### config.mk
export PLATFORM = sky130hd
export DESIGN_NAME = wb_commit_flat
export DESIGN_NICKNAME = d
export VERILOG_FILES = /design/src/rtl/wb_commit_if.sv /design/src/rtl/wb_commit.sv /design/src/flat_wrapper.sv
export SDC_FILE = /design/constraint.sdc
export NUM_CORES = 1
export LEC_CHECK = 0
export BUFFER_PORTS_ARGS = -buffer_cell sky130_fd_sc_hd__buf_4
export CELL_PAD_IN_SITES_DETAIL_PLACEMENT = 1
export CELL_PAD_IN_SITES_GLOBAL_PLACEMENT = 1
export CORE_ASPECT_RATIO = 0.7
export CORE_MARGIN = 1.5
export CORE_UTILIZATION = 45
export CTS_BUF_LIST = sky130_fd_sc_hd__clkbuf_4 sky130_fd_sc_hd__clkbuf_8
export DETAILED_ROUTE_END_ITERATION = 6
export PLACE_DENSITY = 0.79
export SYNTH_ARGS = -nofsm -noshare
export SYNTH_HDL_FRONTEND = slang
export SYNTH_SLANG_ARGS = --single-unit
### constraint.sdc
create_clock -name clk -period 9.8 [get_ports clk]
set_input_delay 0.98 -clock clk [delete_from_list [all_inputs] [get_ports clk]]
set_output_delay 0.98 -clock clk [all_outputs]
set_load 0.01 [all_outputs]
### src/rtl/wb_commit_if.sv
// Writeback commit bus: result inputs from MEM, hazard query, and the
// register-file write port. The commit unit sits on the slave side.
interface wb_commit_if #(
   parameter int DATA_W = 64
);
   logic              alu_valid;
   logic [4:0]        alu_rd;
   logic [DATA_W-1:0] alu_data;
   logic              ld_valid;
   logic [4:0]        ld_rd;
   logic [DATA_W-1:0] ld_data;
   logic [1:0]        ld_size;
   logic              ld_unsigned;
   logic              in_ready;
   logic [4:0]        q_rs1;
   logic [4:0]        q_rs2;
   logic              pend1;
   logic              pend2;
   logic              regwr;
   logic [5:0]        wr_reg;
   logic [DATA_W-1:0] write_data;

   // Upstream pipeline / hazard logic / register file side
   modport master (
      output alu_valid, alu_rd, alu_data,
      output ld_valid, ld_rd, ld_data, ld_size, ld_unsigned,
      output q_rs1, q_rs2,
      input  in_ready, pend1, pend2,
      input  regwr, wr_reg, write_data
   );

   // Commit unit side
   modport slave (
      input  alu_valid, alu_rd, alu_data,
      input  ld_valid, ld_rd, ld_data, ld_size, ld_unsigned,
      input  q_rs1, q_rs2,
      output in_ready, pend1, pend2,
      output regwr, wr_reg, write_data
   );
endinterface

### src/rtl/wb_commit.sv
// Writeback commit unit: formats load data, serialises load/ALU results in
// program order through a small FIFO (with empty-FIFO bypass), drives one
// register write per cycle and reports pending destination registers.
module wb_commit #(
   parameter int DATA_W = 64,
   parameter int DEPTH  = 4
) (
   input logic        clk,
   input logic        rst_n,
   wb_commit_if.slave bus
);
   localparam int PTR_W = $clog2(DEPTH);
   localparam int CNT_W = PTR_W + 1;
   localparam logic [CNT_W-1:0] DEPTH_C = CNT_W'(DEPTH);

   // Sign- or zero-extend the right-aligned load value to full width
   function automatic logic [DATA_W-1:0] ld_format(
      input logic [DATA_W-1:0] raw,
      input logic [1:0]        size,
      input logic              uns
   );
      logic [DATA_W-1:0] res;
      logic              ext;
      res = raw;
      ext = 1'b0;
      case (size)
         2'b00: begin
            ext = ~uns & raw[7];
            res = {{(DATA_W-8){ext}}, raw[7:0]};
         end
         2'b01: begin
            ext = ~uns & raw[15];
            res = {{(DATA_W-16){ext}}, raw[15:0]};
         end
         2'b10: begin
            ext = ~uns & raw[31];
            res = {{(DATA_W-32){ext}}, raw[31:0]};
         end
         default: res = raw;
      endcase
      return res;
   endfunction

   // FIFO storage and state
   logic [4:0]        rd_mem   [DEPTH];
   logic [DATA_W-1:0] data_mem [DEPTH];
   logic [PTR_W-1:0]  wr_ptr_reg, wr_ptr_next, wr_ptr_p1;
   logic [PTR_W-1:0]  rd_ptr_reg, rd_ptr_next;
   logic [CNT_W-1:0]  count_reg, count_next;

   // Output registers feeding the register file directly
   logic              regwr_reg;
   logic [5:0]        wr_reg_reg;
   logic [DATA_W-1:0] write_data_reg;

   // Acceptance and the (up to two) newly arriving entries, oldest first
   logic              in_ready;
   logic              ld_take, alu_take;
   logic [DATA_W-1:0] ld_fmt;
   logic              new0_valid, new1_valid;
   logic [4:0]        new0_rd, new1_rd;
   logic [DATA_W-1:0] new0_data, new1_data;
   logic              fifo_empty;

   // Commit selection and enqueue slots
   logic              deq;
   logic              commit_valid;
   logic [4:0]        commit_rd;
   logic [DATA_W-1:0] commit_data;
   logic              enq0_valid, enq1_valid;
   logic [4:0]        enq0_rd, enq1_rd;
   logic [DATA_W-1:0] enq0_data, enq1_data;

   // Hazard tracking per FIFO slot
   logic [DEPTH-1:0]  slot_live;
   logic [DEPTH-1:0]  hit1, hit2;

   // Ready depends only on occupancy: two free slots absorb a dual issue
   assign in_ready   = (DEPTH_C - count_reg) >= CNT_W'(2);
   assign fifo_empty = (count_reg == '0);

   // Writes to x0 are accepted but discarded
   assign ld_take  = bus.ld_valid  & in_ready & (bus.ld_rd  != 5'd0);
   assign alu_take = bus.alu_valid & in_ready & (bus.alu_rd != 5'd0);
   assign ld_fmt   = ld_format(bus.ld_data, bus.ld_size, bus.ld_unsigned);

   // Order the new entries: the load is older than a same-cycle ALU result
   always_comb begin
      new0_valid = ld_take | alu_take;
      new0_rd    = bus.alu_rd;
      new0_data  = bus.alu_data;
      if (ld_take) begin
         new0_rd   = bus.ld_rd;
         new0_data = ld_fmt;
      end
      new1_valid = ld_take & alu_take;
      new1_rd    = bus.alu_rd;
      new1_data  = bus.alu_data;
   end

   // Pick what commits this edge and what goes into the FIFO
   always_comb begin
      deq          = 1'b0;
      commit_valid = 1'b0;
      commit_rd    = rd_mem[rd_ptr_reg];
      commit_data  = data_mem[rd_ptr_reg];
      enq0_valid   = 1'b0;
      enq0_rd      = new0_rd;
      enq0_data    = new0_data;
      enq1_valid   = 1'b0;
      enq1_rd      = new1_rd;
      enq1_data    = new1_data;
      if (!fifo_empty) begin
         // Oldest stored entry commits; all new entries queue behind it
         deq          = 1'b1;
         commit_valid = 1'b1;
         enq0_valid   = new0_valid;
         enq1_valid   = new1_valid;
      end else if (new0_valid) begin
         // Bypass: oldest new entry commits now, a second one is stored
         commit_valid = 1'b1;
         commit_rd    = new0_rd;
         commit_data  = new0_data;
         enq0_valid   = new1_valid;
         enq0_rd      = new1_rd;
         enq0_data    = new1_data;
      end
   end

   // Next pointer and occupancy values; pointers wrap modulo DEPTH
   always_comb begin
      wr_ptr_p1   = wr_ptr_reg + PTR_W'(1);
      wr_ptr_next = wr_ptr_reg + PTR_W'(enq0_valid) + PTR_W'(enq1_valid);
      rd_ptr_next = rd_ptr_reg + PTR_W'(deq);
      count_next  = count_reg + CNT_W'(enq0_valid) + CNT_W'(enq1_valid)
                    - CNT_W'(deq);
   end

   // Pointer and occupancy state; reset drops every stored entry at once
   always_ff @(posedge clk or negedge rst_n) begin
      if (!rst_n) begin
         wr_ptr_reg <= '0;
         rd_ptr_reg <= '0;
         count_reg  <= '0;
      end else begin
         wr_ptr_reg <= wr_ptr_next;
         rd_ptr_reg <= rd_ptr_next;
         count_reg  <= count_next;
      end
   end

   // FIFO payload storage; validity is carried by pointers and count
   always_ff @(posedge clk) begin
      if (enq0_valid) begin
         rd_mem[wr_ptr_reg]   <= enq0_rd;
         data_mem[wr_ptr_reg] <= enq0_data;
      end
      if (enq1_valid) begin
         rd_mem[wr_ptr_p1]   <= enq1_rd;
         data_mem[wr_ptr_p1] <= enq1_data;
      end
   end

   // Register-file write port, held stable from posedge to negedge
   always_ff @(posedge clk or negedge rst_n) begin
      if (!rst_n) begin
         regwr_reg      <= 1'b0;
         wr_reg_reg     <= '0;
         write_data_reg <= '0;
      end else begin
         regwr_reg <= commit_valid;
         if (commit_valid) begin
            wr_reg_reg     <= {1'b0, commit_rd};
            write_data_reg <= commit_data;
         end
      end
   end

   // A slot is live when its distance from the read pointer is below count
   for (genvar gi = 0; gi < DEPTH; gi++) begin : g_slot
      logic [PTR_W-1:0] offset;
      assign offset        = PTR_W'(gi) - rd_ptr_reg;
      assign slot_live[gi] = ({1'b0, offset} < count_reg);
      assign hit1[gi]      = slot_live[gi] & (rd_mem[gi] == bus.q_rs1);
      assign hit2[gi]      = slot_live[gi] & (rd_mem[gi] == bus.q_rs2);
   end

   // The output-register entry is written at negedge, so it is not pending
   assign bus.pend1      = (|hit1) & (bus.q_rs1 != 5'd0);
   assign bus.pend2      = (|hit2) & (bus.q_rs2 != 5'd0);
   assign bus.in_ready   = in_ready;
   assign bus.regwr      = regwr_reg;
   assign bus.wr_reg     = wr_reg_reg;
   assign bus.write_data = write_data_reg;
endmodule

### src/flat_wrapper.sv
// flat-port wrapper written by rule: the top's interface ports become plain ports
module wb_commit_flat 
#(
   parameter int DATA_W = 64,
   parameter int DEPTH  = 4
)
  (clk, rst_n, bus_alu_valid, bus_alu_rd, bus_alu_data, bus_ld_valid, bus_ld_rd, bus_ld_data, bus_ld_size, bus_ld_unsigned, bus_q_rs1, bus_q_rs2, bus_in_ready, bus_pend1, bus_pend2, bus_regwr, bus_wr_reg, bus_write_data);
  wb_commit_if #(.DATA_W(DATA_W)) bus_i ();
  input logic clk;
  input logic rst_n;
  input wire logic [$bits(bus_i.alu_valid)-1:0] bus_alu_valid;
  input wire logic [$bits(bus_i.alu_rd)-1:0] bus_alu_rd;
  input wire logic [$bits(bus_i.alu_data)-1:0] bus_alu_data;
  input wire logic [$bits(bus_i.ld_valid)-1:0] bus_ld_valid;
  input wire logic [$bits(bus_i.ld_rd)-1:0] bus_ld_rd;
  input wire logic [$bits(bus_i.ld_data)-1:0] bus_ld_data;
  input wire logic [$bits(bus_i.ld_size)-1:0] bus_ld_size;
  input wire logic [$bits(bus_i.ld_unsigned)-1:0] bus_ld_unsigned;
  input wire logic [$bits(bus_i.q_rs1)-1:0] bus_q_rs1;
  input wire logic [$bits(bus_i.q_rs2)-1:0] bus_q_rs2;
  output wire logic [$bits(bus_i.in_ready)-1:0] bus_in_ready;
  output wire logic [$bits(bus_i.pend1)-1:0] bus_pend1;
  output wire logic [$bits(bus_i.pend2)-1:0] bus_pend2;
  output wire logic [$bits(bus_i.regwr)-1:0] bus_regwr;
  output wire logic [$bits(bus_i.wr_reg)-1:0] bus_wr_reg;
  output wire logic [$bits(bus_i.write_data)-1:0] bus_write_data;
  assign bus_i.alu_valid = bus_alu_valid;
  assign bus_i.alu_rd = bus_alu_rd;
  assign bus_i.alu_data = bus_alu_data;
  assign bus_i.ld_valid = bus_ld_valid;
  assign bus_i.ld_rd = bus_ld_rd;
  assign bus_i.ld_data = bus_ld_data;
  assign bus_i.ld_size = bus_ld_size;
  assign bus_i.ld_unsigned = bus_ld_unsigned;
  assign bus_i.q_rs1 = bus_q_rs1;
  assign bus_i.q_rs2 = bus_q_rs2;
  assign bus_in_ready = bus_i.in_ready;
  assign bus_pend1 = bus_i.pend1;
  assign bus_pend2 = bus_i.pend2;
  assign bus_regwr = bus_i.regwr;
  assign bus_wr_reg = bus_i.wr_reg;
  assign bus_write_data = bus_i.write_data;
  wb_commit #(.DATA_W(DATA_W), .DEPTH(DEPTH)) u_core (.clk(clk), .rst_n(rst_n), .bus(bus_i));
endmodule
Word-level counts from Yosys, hierarchy flattened
Memories as Yosys holds them, arrays and structs flattened.
Cells that the tools add are included.
- add/subtract/negate cells: 12
- magnitude comparators: 5
- equality and inequality tests: 10
- multiplexer cells: 21
- bitwise logic cells: 20
- reductions and logical operators: 8
- operators with widths (operator ; count):
    two-way mux 64 bit ; 5
    case mux 64 bit (3 select lines) ; 1
    == test 5 bit ; 8
    two-way mux 5 bit ; 5
    nonzero test 5 bit ; 4
    AND 1 bit ; 18
    < comparator 2 x 3 -> 1 bit ; 4
    two-way mux 1 bit ; 10
    OR reduction 4 bit ; 2
    adder 2 x 1 -> 2 bit ; 3
    adder 3 x 1 -> 3 bit ; 2
    subtractor 1 x 2 -> 2 bit (first input constant) ; 2
    subtractor 2 bit (first input constant) ; 2
    greater-or-equal comparator 3 x 2 -> 1 bit (second input constant) ; 1
    logical NOT 3 bit ; 1
    subtractor 3 x 1 -> 3 bit ; 1
    subtractor 3 bit (first input constant) ; 1
    adder 2 x 1 -> 2 bit (second input constant) ; 1
    == test 2 x 1 -> 1 bit (second input constant) ; 1
    == test 2 bit (second input constant) ; 1
    logical NOT 2 bit ; 1
    NOT 1 bit ; 1
    bitwise OR 1 bit ; 1
- flip-flop bits (word level): 77
- RAM bits: 276
- bits of input ports: 155
- output and inout port bits: 74
- word-level logic and storage cells: 84
- memories: 2
- memories (memory ; words ; bits a word ; rd ports ; clocked after Yosys merged registers in ; wr ports ; line ; source):
    u_core.data_mem ; 4 ; 64 ; 1 ; 0 ; 2 ; wb_commit.sv:46 ; logic [DATA_W-1:0] data_mem [DEPTH];
    u_core.rd_mem ; 4 ; 5 ; 5 ; 0 ; 2 ; wb_commit.sv:45 ; logic [4:0] rd_mem [DEPTH];

Longest topological paths before layout
- word-level depth: 10
- gate-level depth with buffers: 14
- gate-level depth less buffers: 12

Least setup slack after synthesis
No wires, ideal clock.
- path type: in2reg
- from: input port bus_alu_rd[4]
- to: memory u_core.data_mem[0][0], enable pin
- data arrival time: 6.796 ns
- required time: 9.201 ns
- setup slack: 2.405 ns
- cell stages on the path: 5
- path through: clkbuf_1 > o21ai_1 > a21oi_1 > o21ai_0 > o31ai_1
- RTL lines (element ; line ; source):
    start: declaration ; flat_wrapper.sv:12 ; input wire logic [$bits(bus_i.alu_rd)-1:0] bus_alu_rd;
    end: declaration ; wb_commit.sv:46 ;

Final worst setup path
- from: register u_core.count_reg[1]
- to: register u_core.count_reg[2]
- cells in the longest elaborated chain, start to end: 10
- elaborated cells between the ends (all ways): 16
- those cells by class: 4 x add/sub; 1 x order compare; 4 x mux; 6 x bitwise; 1 x reduce/logical
- RTL lines (element ; line ; source):
    start: declaration ; wb_commit.sv:49 ; logic [CNT_W-1:0] count_reg, count_next;
    start signal: assignment ; wb_commit.sv:148 ; count_reg <= count_next;
    subtractor 3 bit ; wb_commit.sv:79 ; assign in_ready = (DEPTH_C - count_reg) >= CNT_W'(2);
    greater-or-equal comparator 3 x 2 -> 1 bit ; wb_commit.sv:79 ;
    AND 1 bit (on tied branches) (2 in a row) ; wb_commit.sv:83, wb_commit.sv:84 ;
    AND 1 bit or bitwise OR 1 bit (tied branches) ; wb_commit.sv:96, wb_commit.sv:89 ;
    two-way mux 1 bit ; wb_commit.sv:119 ; end else if (new0_valid) begin
    two-way mux 1 bit ; wb_commit.sv:113 ; if (!fifo_empty) begin
    adder 3 x 1 -> 3 bit (2 in a row) ; wb_commit.sv:135 ; count_next = count_reg + CNT_W'(enq0_valid) + CNT_W'(enq1_valid)
    subtractor 3 x 1 -> 3 bit (*) ; wb_commit.sv:136 ; - CNT_W'(deq);
    net u_core.count_next[2] ; wb_commit.sv:49 ;
Mark *: on every way through the listed nets, which the timed path passes. The rest lies on a longest branch.
A chain may end at the register's enable or synchronous reset.

==> impl_metrics.sql <==
INSERT INTO impl_metrics (metric_group, metric, value, unit) VALUES
('outcome', 'status', 'completed', ''),
('drt', 'via_per_inst', '6.12', ''),
('logic_synthesis', 'synth.mux.area_fraction', '11.0', '%'),
('logic_synthesis', 'synthesis_stage_register_bit_count', '353', ''),
('clocking', 'clock_sinks', '353', ''),
('cells_and_area', 'final-instance-count-excl-fill', '2387', ''),
('cells_and_area', 'flip_flop_count_of_the_largest_register_all_copies_and_words_added', '256', ''),
('clocking', 'clkSlewWorstSetupHoldPaths', '0.07', 'ns'),
('clocking', 'cts_resized', '0', ''),
('clocking', 'cts.htree.levels', '2', ''),
('drt', 'number_of_drc_markers_after_the_initial_detailed_route_iteration', '1246', ''),
('setup_path', 'worstPathArrival', '5.16', 'ns'),
('die', 'num_rows', '61', ''),
('setup_path', 'setup.reg_to_reg.worst_slack', '5.20', 'ns'),
('setup_path', 'critical_path.startpoint_type', 'register', ''),
('timing', 'grt_setup_unrepaired', 'no', ''),
('setup_path', 'rr_worst_depth', '13', ''),
('cells_and_area', 'multi_input_comb_area', '7520', 'µm²'),
('clocking', 'cts_tree', 'built', ''),
('drt', 'drc_errors', '0', ''),
('logic_synthesis', 'yosys.area.top_type_share', '45.0', '%'),
('drt', 'route.antenna.remaining_nets', '0', ''),
('timing', 'worst_slack', '5.20', 'ns'),
('logic_synthesis', 'synth_enable_flop_cells', '276', ''),
('timing', 'fin_worst_skew', '0.0425', 'ns'),
('global_routing', 'grt_usage', '28.9', '%'),
('logic_synthesis', 'post_synth_instance_area', '18400', 'µm²'),
('timing', 'timing_worst_slew_pin_value', '1.24', 'ns'),
('setup_path', 'crit_fanout', '48', ''),
('clocking', 'holdBufCountCts', '0', ''),
('timing', 'count_of_pins_over_their_slew_limit', '0', ''),
('global_routing', 'grt_max_degree', '89', ''),
('logic_synthesis', 'synthArstFlopShare', '21.8', '%'),
('logic_synthesis', 'synth.yosys.warnings', '0', ''),
('timing', 'slew-limit-headroom', '15.6', '%'),
('global_routing', 'global_route.overflow_total', '0', ''),
('die', 'num_io_pins', '229', ''),
('global_routing', 'grt_pass1_wl', '92.8', 'mm'),
('timing', 'max_freq', '0.218', 'GHz'),
('cells_and_area', 'final_net_count', '1970', ''),
('clocking', 'cts.path.max_buffers', '3', ''),
('drt', 'drt_pass1_iterations', '5', ''),
('place', 'routabilityCongestion', '0.881', ''),
('power', 'pleak', '7.89', 'nW'),
('place', 'dpl_worst_slack', '5.28', 'ns'),
('global_routing', 'number_of_global_route_vias_before_repair', '15700', ''),
('min_path', 'holdCritPathClass', 'in2async', ''),
('cells_and_area', 'diodes', '0', ''),
('timing', 'hold_viol', '0', ''),
('cells_and_area', 'area_growth', '16.8', '%'),
('die', 'dieArea', '42100', 'µm²'),
('logic_synthesis', 'synthMostInstantiatedCell', 'nand2_1', ''),
('power', 'power.density', '366', 'nW/µm²'),
('power', 'worst_ir_drop_vdd', '0.000250', 'V'),
('setup_path', 'worst_r2r_startpoint', 'u_core.count_reg[1]', ''),
('drt', 'routedWlPerCell', '25.3', 'µm'),
('logic_synthesis', 'synth.top_cells.by_area', 'edfxtp_1, dfrtp_1, mux4_2', ''),
('setup_path', 'required', '10.36', 'ns'),
('clocking', 'post-cts-setup-buffers', '0', ''),
('place', 'dp_cells', '2280', ''),
('timing', 'fin_setup_tns', '0', 'ns'),
('cells_and_area', 'finish.instance_area', '21500', 'µm²'),
('drt', 'routed_wl', '60.4', 'mm'),
('setup_path', 'worstReg2RegEnd', 'u_core.count_reg[2]', ''),
('job', 'cap_violations', '0', ''),
('place', 'place_area', '20300', 'µm²'),
('die', 'die_width', '245', 'µm'),
('cells_and_area', 'final.fill_count', '4261', ''),
('logic_synthesis', 'synth_cell_types', '57', ''),
('logic_synthesis', 'synth_top_cell_by_area', 'edfxtp_1', ''),
('logic_synthesis', 'post_synth_most_frequent_cells', 'nand2_1, edfxtp_1, o21ai_0, nor2_1', '');
power breakdown:
part | internal (mW) | switching, mW
clock network | 0.726 | 0.615
logic | 1.36 | 2.14
registers | 2.66 | 0.368
total | 4.75 | 3.12
worst max-delay path, stage by stage, from the launching register on:
cell and delay, ns:
dfrtp_1 0.39, inv_1 0.23, ha_1 0.21, ha_1 0.22, nor3b_1 0.18, inv_2 0.14
o211a_4 0.73, buf_4 0.77, or3_1 0.25, o31ai_1 0.11, fa_1 0.47, fa_1 0.43
xnor2_1 0.22, xnor2_1 0.15
final cells by class:
cell class,count,area share [%]
clock inverters,5,0.111
clock buffers,102,5.34
repair buffers,249,8.69
multi-input cells,1132,35.0
inverters,11,0.198
flip-flops and latches,353,47.5
well taps,535,3.11
cells in the final DEF, fill, tap and decap left out, types with 8 or more instances in the layout:
| master | n |
|---|---|
| a211o_1 | 16 |
| a211oi_1 | 17 |
| a21oi_1 | 70 |
| a22oi_1 | 14 |
| and2_1 | 16 |
| buf_4 | 249 |
| clkbuf_4 | 41 |
| clkbuf_8 | 61 |
| dfrtp_1 | 75 |
| edfxtp_1 | 276 |
| ha_1 | 8 |
| inv_1 | 9 |
| mux2i_1 | 41 |
| mux4_2 | 69 |
| nand2_1 | 323 |
| nand3_1 | 41 |
| nor2_1 | 78 |
| nor4_1 | 11 |
| o211ai_1 | 77 |
| o21a_1 | 10 |
| o21ai_0 | 194 |
| o21ai_1 | 49 |
| xnor2_1 | 27 |
| xor2_1 | 18 |
worst max path at each step:
stage               cells past startpoint                start                     to
floorplan                               5        bus_alu_rd[4]  u_core.data_mem[0][0]
global placement                       10         bus_ld_rd[4]    u_core.count_reg[2]
detailed placement                     13  u_core.count_reg[1]    u_core.count_reg[2]
CTS                                    13  u_core.count_reg[1]    u_core.count_reg[2]
global route                           13  u_core.count_reg[1]    u_core.count_reg[2]
finish                                 13  u_core.count_reg[1]    u_core.count_reg[2]
cells by family after synthesis:
group / after synthesis
multiplexers: 115
AO/OA/AOI/OAI: 467
adder cells (fa/ha/maj): 11
buffers and inverters: 157
other: 1
AND/OR/NAND/NOR: 493
flip-flops: 353
XOR/XNOR: 45
layer usage:
metal	global-route usage (%)	up-vias	share of wire (%)
met5	0	-	0
li1	-	6393	-
met4	8.51	0	2.1
met3	4.94	107	7.6
met1	39.4	7502	43
met2	47.5	611	48
through the flow:
step	utilization (%)	power, mW
after global routing	53.8	8.31
after global placement	50.8	6.30
after detailed placement	50.8	6.52
after floorplan	-	5.36
after CTS	53.8	7.88
final	53.8	7.87
Note: power is estimated with default switching activity, not from simulation.
